--- src/rtl/memory_arbiter.sv ---
// Shares the single-ported RAM between instruction fetch and data memory.
// Optional starvation guard for fetch is compiled in with `define ARB_STARVE_EN.
package cpu_types_pkg;
    typedef enum logic [1:0] {FREE, BUSY, ACCESS, ERROR} ramstate_t;
endpackage

module memory_arbiter
    import cpu_types_pkg::*;
#(
    parameter int STARVE_LIMIT = 4
) (
    input  logic        CLK,
    input  logic        RST,
    input  logic        iREN,
    input  logic [31:0] iaddr,
    output logic        iwait,
    output logic [31:0] iload,
    input  logic        dREN,
    input  logic        dWEN,
    input  logic [31:0] daddr,
    input  logic [31:0] dstore,
    output logic        dwait,
    output logic [31:0] dload,
    output logic        ramREN,
    output logic        ramWEN,
    output logic [31:0] ramaddr,
    output logic [31:0] ramstore,
    input  logic [31:0] ramload,
    input  ramstate_t   ramstate,
    output logic        bus_err
);

    typedef enum logic [1:0] {IDLE, DGRANT, IGRANT} state_t;

    generate
        if (STARVE_LIMIT < 1 || STARVE_LIMIT > 15) begin : g_bad_limit
            $error("memory_arbiter: STARVE_LIMIT must be in 1..15");
        end
    endgenerate

    state_t r_state;
    state_t w_next;
    logic   w_dreq;
    logic   w_done;
    logic   w_trip;
    logic   w_dcomplete;
    logic   w_icomplete;

    assign w_dreq = dREN | dWEN;
    assign w_done = (ramstate == ACCESS) || (ramstate == ERROR);
    assign iload  = ramload;
    assign dload  = ramload;

`ifdef ARB_STARVE_EN
    localparam logic [3:0] LIMIT = 4'(STARVE_LIMIT);
    logic [3:0] r_scnt;

    assign w_trip = (r_scnt == LIMIT) && iREN;

    always_ff @(posedge CLK) begin
        if (RST) begin
            r_scnt <= '0;
        end else if (!iREN || w_icomplete) begin
            r_scnt <= '0;
        end else if (w_dcomplete && r_scnt != LIMIT) begin
            r_scnt <= r_scnt + 4'd1;
        end
    end
`else
    assign w_trip = 1'b0;
`endif

    // NOTE: state registers use non-blocking assignments so every flop samples pre-edge values.
    always_ff @(posedge CLK) begin
        if (RST) begin
            r_state <= IDLE;
        end else begin
            r_state <= w_next;
        end
    end

    // NOTE: every output gets a default first so no path through this block can infer a latch.
    always_comb begin
        w_next      = r_state;
        ramREN      = 1'b0;
        ramWEN      = 1'b0;
        ramaddr     = '0;
        ramstore    = '0;
        iwait       = 1'b1;
        dwait       = 1'b1;
        bus_err     = 1'b0;
        w_dcomplete = 1'b0;
        w_icomplete = 1'b0;

        // Reset suppresses the RAM port and any completion of an aborted access.
        if (!RST) begin
            case (r_state)
                IDLE: begin
                    if (w_dreq && !w_trip) begin
                        w_next = DGRANT;
                    end else if (iREN) begin
                        w_next = IGRANT;
                    end
                end
                DGRANT: begin
                    if (!w_dreq) begin
                        w_next = IDLE;
                    end else begin
                        ramaddr = daddr;
                        if (dWEN) begin
                            ramWEN   = 1'b1;
                            ramstore = dstore;
                        end else begin
                            ramREN = 1'b1;
                        end
                        if (w_done) begin
                            w_dcomplete = 1'b1;
                            dwait       = 1'b0;
                            bus_err     = (ramstate == ERROR);
                            w_next      = IDLE;
                        end
                    end
                end
                IGRANT: begin
                    if (!iREN) begin
                        w_next = IDLE;
                    end else begin
                        ramREN  = 1'b1;
                        ramaddr = iaddr;
                        if (w_done) begin
                            w_icomplete = 1'b1;
                            iwait       = 1'b0;
                            bus_err     = (ramstate == ERROR);
                            w_next      = IDLE;
                        end
                    end
                end
                default: w_next = IDLE;
            endcase
        end
    end

endmodule

--- config.mk ---
export PLATFORM = sky130hd
export DESIGN_NAME = memory_arbiter
export DESIGN_NICKNAME = d
export VERILOG_FILES = /design/src/rtl/memory_arbiter.sv
export SDC_FILE = /design/constraint.sdc
export NUM_CORES = 1
export LEC_CHECK = 0
export BUFFER_PORTS_ARGS = -buffer_cell sky130_fd_sc_hd__buf_2
export CORE_AREA = 2 2 103 105
export DETAILED_ROUTE_END_ITERATION = 8
export DIE_AREA = 0 0 105 107
export GPL_TIMING_DRIVEN = 0
export PLACE_DENSITY = 0.57
export SYNTH_ARGS = -nofsm -noshare
export SYNTH_HDL_FRONTEND = slang
export SYNTH_SLANG_ARGS = --single-unit
--- constraint.sdc ---
create_clock -name CLK -period 3.3 [get_ports CLK]
set_input_delay 0.495 -clock CLK [delete_from_list [all_inputs] [get_ports CLK]]
set_output_delay 0.495 -clock CLK [all_outputs]
set_load 0.005 [all_outputs]
==> impl_metrics.py <==
metrics = {
    "critical_path": {
        "path_class": "flop to primary output",
        "critPathRequiredTime_ps": 2800,
        "end_kind": "primary output",
        "cp_max_fo": 10,
        "crit_arrival_ps": 1740,
        "crit_path_start_kind": "flop",
    },
    "yosys": {
        "synth-compound-area-share_pct": 28.6,
        "syn_nets": 349,
        "synth-simple-area-share_pct": 26.7,
        "muxShareOfSynthArea_pct": 0,
        "synth_fa_ha_area_share_pct": 2.87,
        "syn_area_um2": 1740,
        "ys_seq_elements": 2,
        "ys.warnings.count": 0,
        "synth_xor_area_share_pct": 0,
        "synth_top_family_by_area": "buffers and inverters",
        "ys_seq_area_share_pct": 2.30,
        "syn_inst": 210,
        "avgSynthCellArea_um2": 8.29,
        "synth.distinct_cells": 28,
    },
    "sta": {
        "max_freq_ghz": 0.447,
        "setup_viol": 0,
        "drv_slew": 0,
        "fin_setup_tns_ps": 0,
        "fin_crit_sh_pct": 67.8,
        "min_period_ps": 2240,
        "hold_viol_final": 0,
        "rsz0062_at_grt": "no",
        "setup_ws_ps": 1060,
        "fin_worst_skew_ps": 1.24,
        "relSlewSlack_pct": 79.9,
        "tightest_slew_ps": 302,
    },
    "clock_network": {
        "cts-root-buf": "clkbuf_8",
        "postCtsHoldBufs": 0,
        "insertion_delay_ps": 210,
        "cts_tree": "done",
        "ctsResizeCount": 0,
        "cts_buffer_depth": 2,
        "h-tree-depth": 1,
        "numCtsBuffers": 3,
        "post_cts_buffers": 0,
        "cts_sinks": 2,
        "clk_pin_slew_ps": 30,
    },
    "placement": {
        "dp.final_hpwl_um": 6960,
        "gp_congestion": 0.836,
        "port_buffers": 235,
        "dpl_worst_slack_ps": 1260,
    },
    "layout": {
        "top_register": "r_state",
        "diodes": 0,
        "drive_gt1_share_pct": 85.0,
        "area_growth_pct": 79.7,
        "reg_top3": "r_state (2)",
        "fin_nets": 589,
        "largest_reg_flops": 2,
    },
    "run": {
        "drv_cap": 0,
    },
    "die": {
        "die_x_um": 105,
        "die_area_um2": 11200,
        "rows": 37,
        "io_pins": 268,
        "core_region_area_um2": 10100,
        "die_h_um": 107,
        "start_util_pct": 17.3,
    },
    "grt": {
        "grt_max_degree": 11,
        "grt_overflow": 0,
        "track_usage_pct": 12.3,
        "antenna_found_initial": 0,
        "grt_pass1_wl_um": 11300,
        "first_global_vias": 2236,
    },
    "route": {
        "drt_iter0_markers": 71,
        "vias": 2226,
        "ant_nets": 0,
        "drt-total-wl_um": 7650,
        "dr.pass1.iters": 4,
        "drc": 0,
        "via_per_inst": 3.81,
        "routedWlPerCell_um": 13.1,
    },
    "power_and_ir_drop": {
        "comb_power_share_pct": 75.1,
        "switching_share_pct": 37.0,
        "power_uw": 495,
        "power.switching_uw": 183,
        "p_int_uw": 312,
        "clkPwrFrac_pct": 18.8,
        "p_leak_nw": 1.77,
        "power_frac_seq_pct": 6.1,
        "power_density_nw_per_um2": 158,
        "ir_worst_vdd_mv": 0.0705,
    },
    "worst_hold_path": {
        "hp-class": "primary input to flop",
    },
    "status": {
        "outcome": "finished, final reports clean",
    },
}
## path summary, 6_finish.rpt
check,start,slack [ps],end,depth (start not counted)
max,r_state[0],1060,ramaddr[25],8
min,RST,550,r_state[0],2
min reg2reg,r_state[1],620,r_state[1],2
max reg2reg,r_state[0],1870,r_state[1],6
## cells in the mapped netlist
cell	number	share of area [%]
a211oi_2	1	0.72
o32ai_2	1	0.93
buf_12	5	5.7
nor2_2	30	11
buf_6	2	1.3
a31oi_1	2	0.72
nand3b_1	1	0.43
nor2_1	7	1.5
buf_2	3	0.86
nand2_1	4	0.86
o211ai_1	1	0.43
a22oi_4	3	3.7
o2111a_1	1	0.65
and2_1	32	11
buf_4	67	29
dfxtp_1	2	2.3
o21ai_0	2	0.57
o21a_1	1	0.43
nand2b_1	1	0.36
a22oi_2	26	19
buf_8	2	1.7
inv_1	5	1.1
and2_4	1	0.50
nor2b_1	1	0.36
or2_2	1	0.36
ha_1	4	2.9
a22oi_1	3	1.3
o21ai_2	1	0.50
## critical path: stages (launching register included)
cell and delay (ps):
dfxtp_1 390, inv_1 90, ha_1 210, and2_4 160
buf_8 150, buf_8 160, a22oi_4 180, nor2_2 60
buf_2 130
## cell usage in the layout, fill, tap and decap left out, types with 4 or more instances in the layout
master / n
buf_2: 238
buf_4: 67
and2_1: 32
nor2_2: 30
a22oi_2: 26
nor2_1: 7
inv_1: 5
buf_12: 5
nand2_1: 4
ha_1: 4
## per-layer routing
metal | part of all wire, % | global-route usage, % | wire length, µm | up-vias
li1 | - | - | - | 1112
met1 | 36 | 13.4 | 2730 | 954
met2 | 54 | 25.0 | 4120 | 158
met3 | 10 | 2.37 | 781 | 2
met4 | 0.24 | 1.52 | 18 | 0
met5 | 0 | 0 | 0 | -
## metrics by stage
stage / area (µm²) / hold WS [ps] / instances / util (%)
5_1_grt: 3130 / 561 / 584 / 31.0
6_report: 3130 / 552 / 584 / 31.0
4_1_cts: 3130 / 552 / 584 / 31.0
2_1_floorplan: 1740 / 546 / 210 / -
3_5_place_dp: 3090 / 628 / 581 / 30.6
3_3_place_gp: 3090 / 590 / 581 / 30.6
## cell families after synthesis
family	count (synthesis)
buffers and inverters	84
AND/OR/NAND/NOR	78
AO/OA/AOI/OAI	42
adder cells (fa/ha/maj)	4
flip-flops	2
## power by group through the flow
| stage | clock, mW | sequential [mW] | combinational, mW |
|---|---|---|---|
| floorplan | 0 | 0.0292 | 0.218 |
| global placement | 0 | 0.0297 | 0.372 |
| detailed placement | 0 | 0.0301 | 0.377 |
| CTS | 0.0959 | 0.0299 | 0.378 |
| global route | 0.103 | 0.0305 | 0.403 |
| finish | 0.0931 | 0.0302 | 0.371 |
## cell type report
| class | instances | area (µm²) |
|---|---|---|
| Fill cell | 1105 | 6960 |
| Timing Repair Buffer | 235 | 1180 |
| Sequential cell | 2 | 40.0 |
| Inverter | 5 | 18.8 |
| Multi-Input combinational cell | 124 | 1010 |
| Tap cell | 136 | 170 |
| Clock buffer | 3 | 41.3 |
| Buffer | 79 | 671 |
Note: power is estimated with default switching activity, not from simulation.
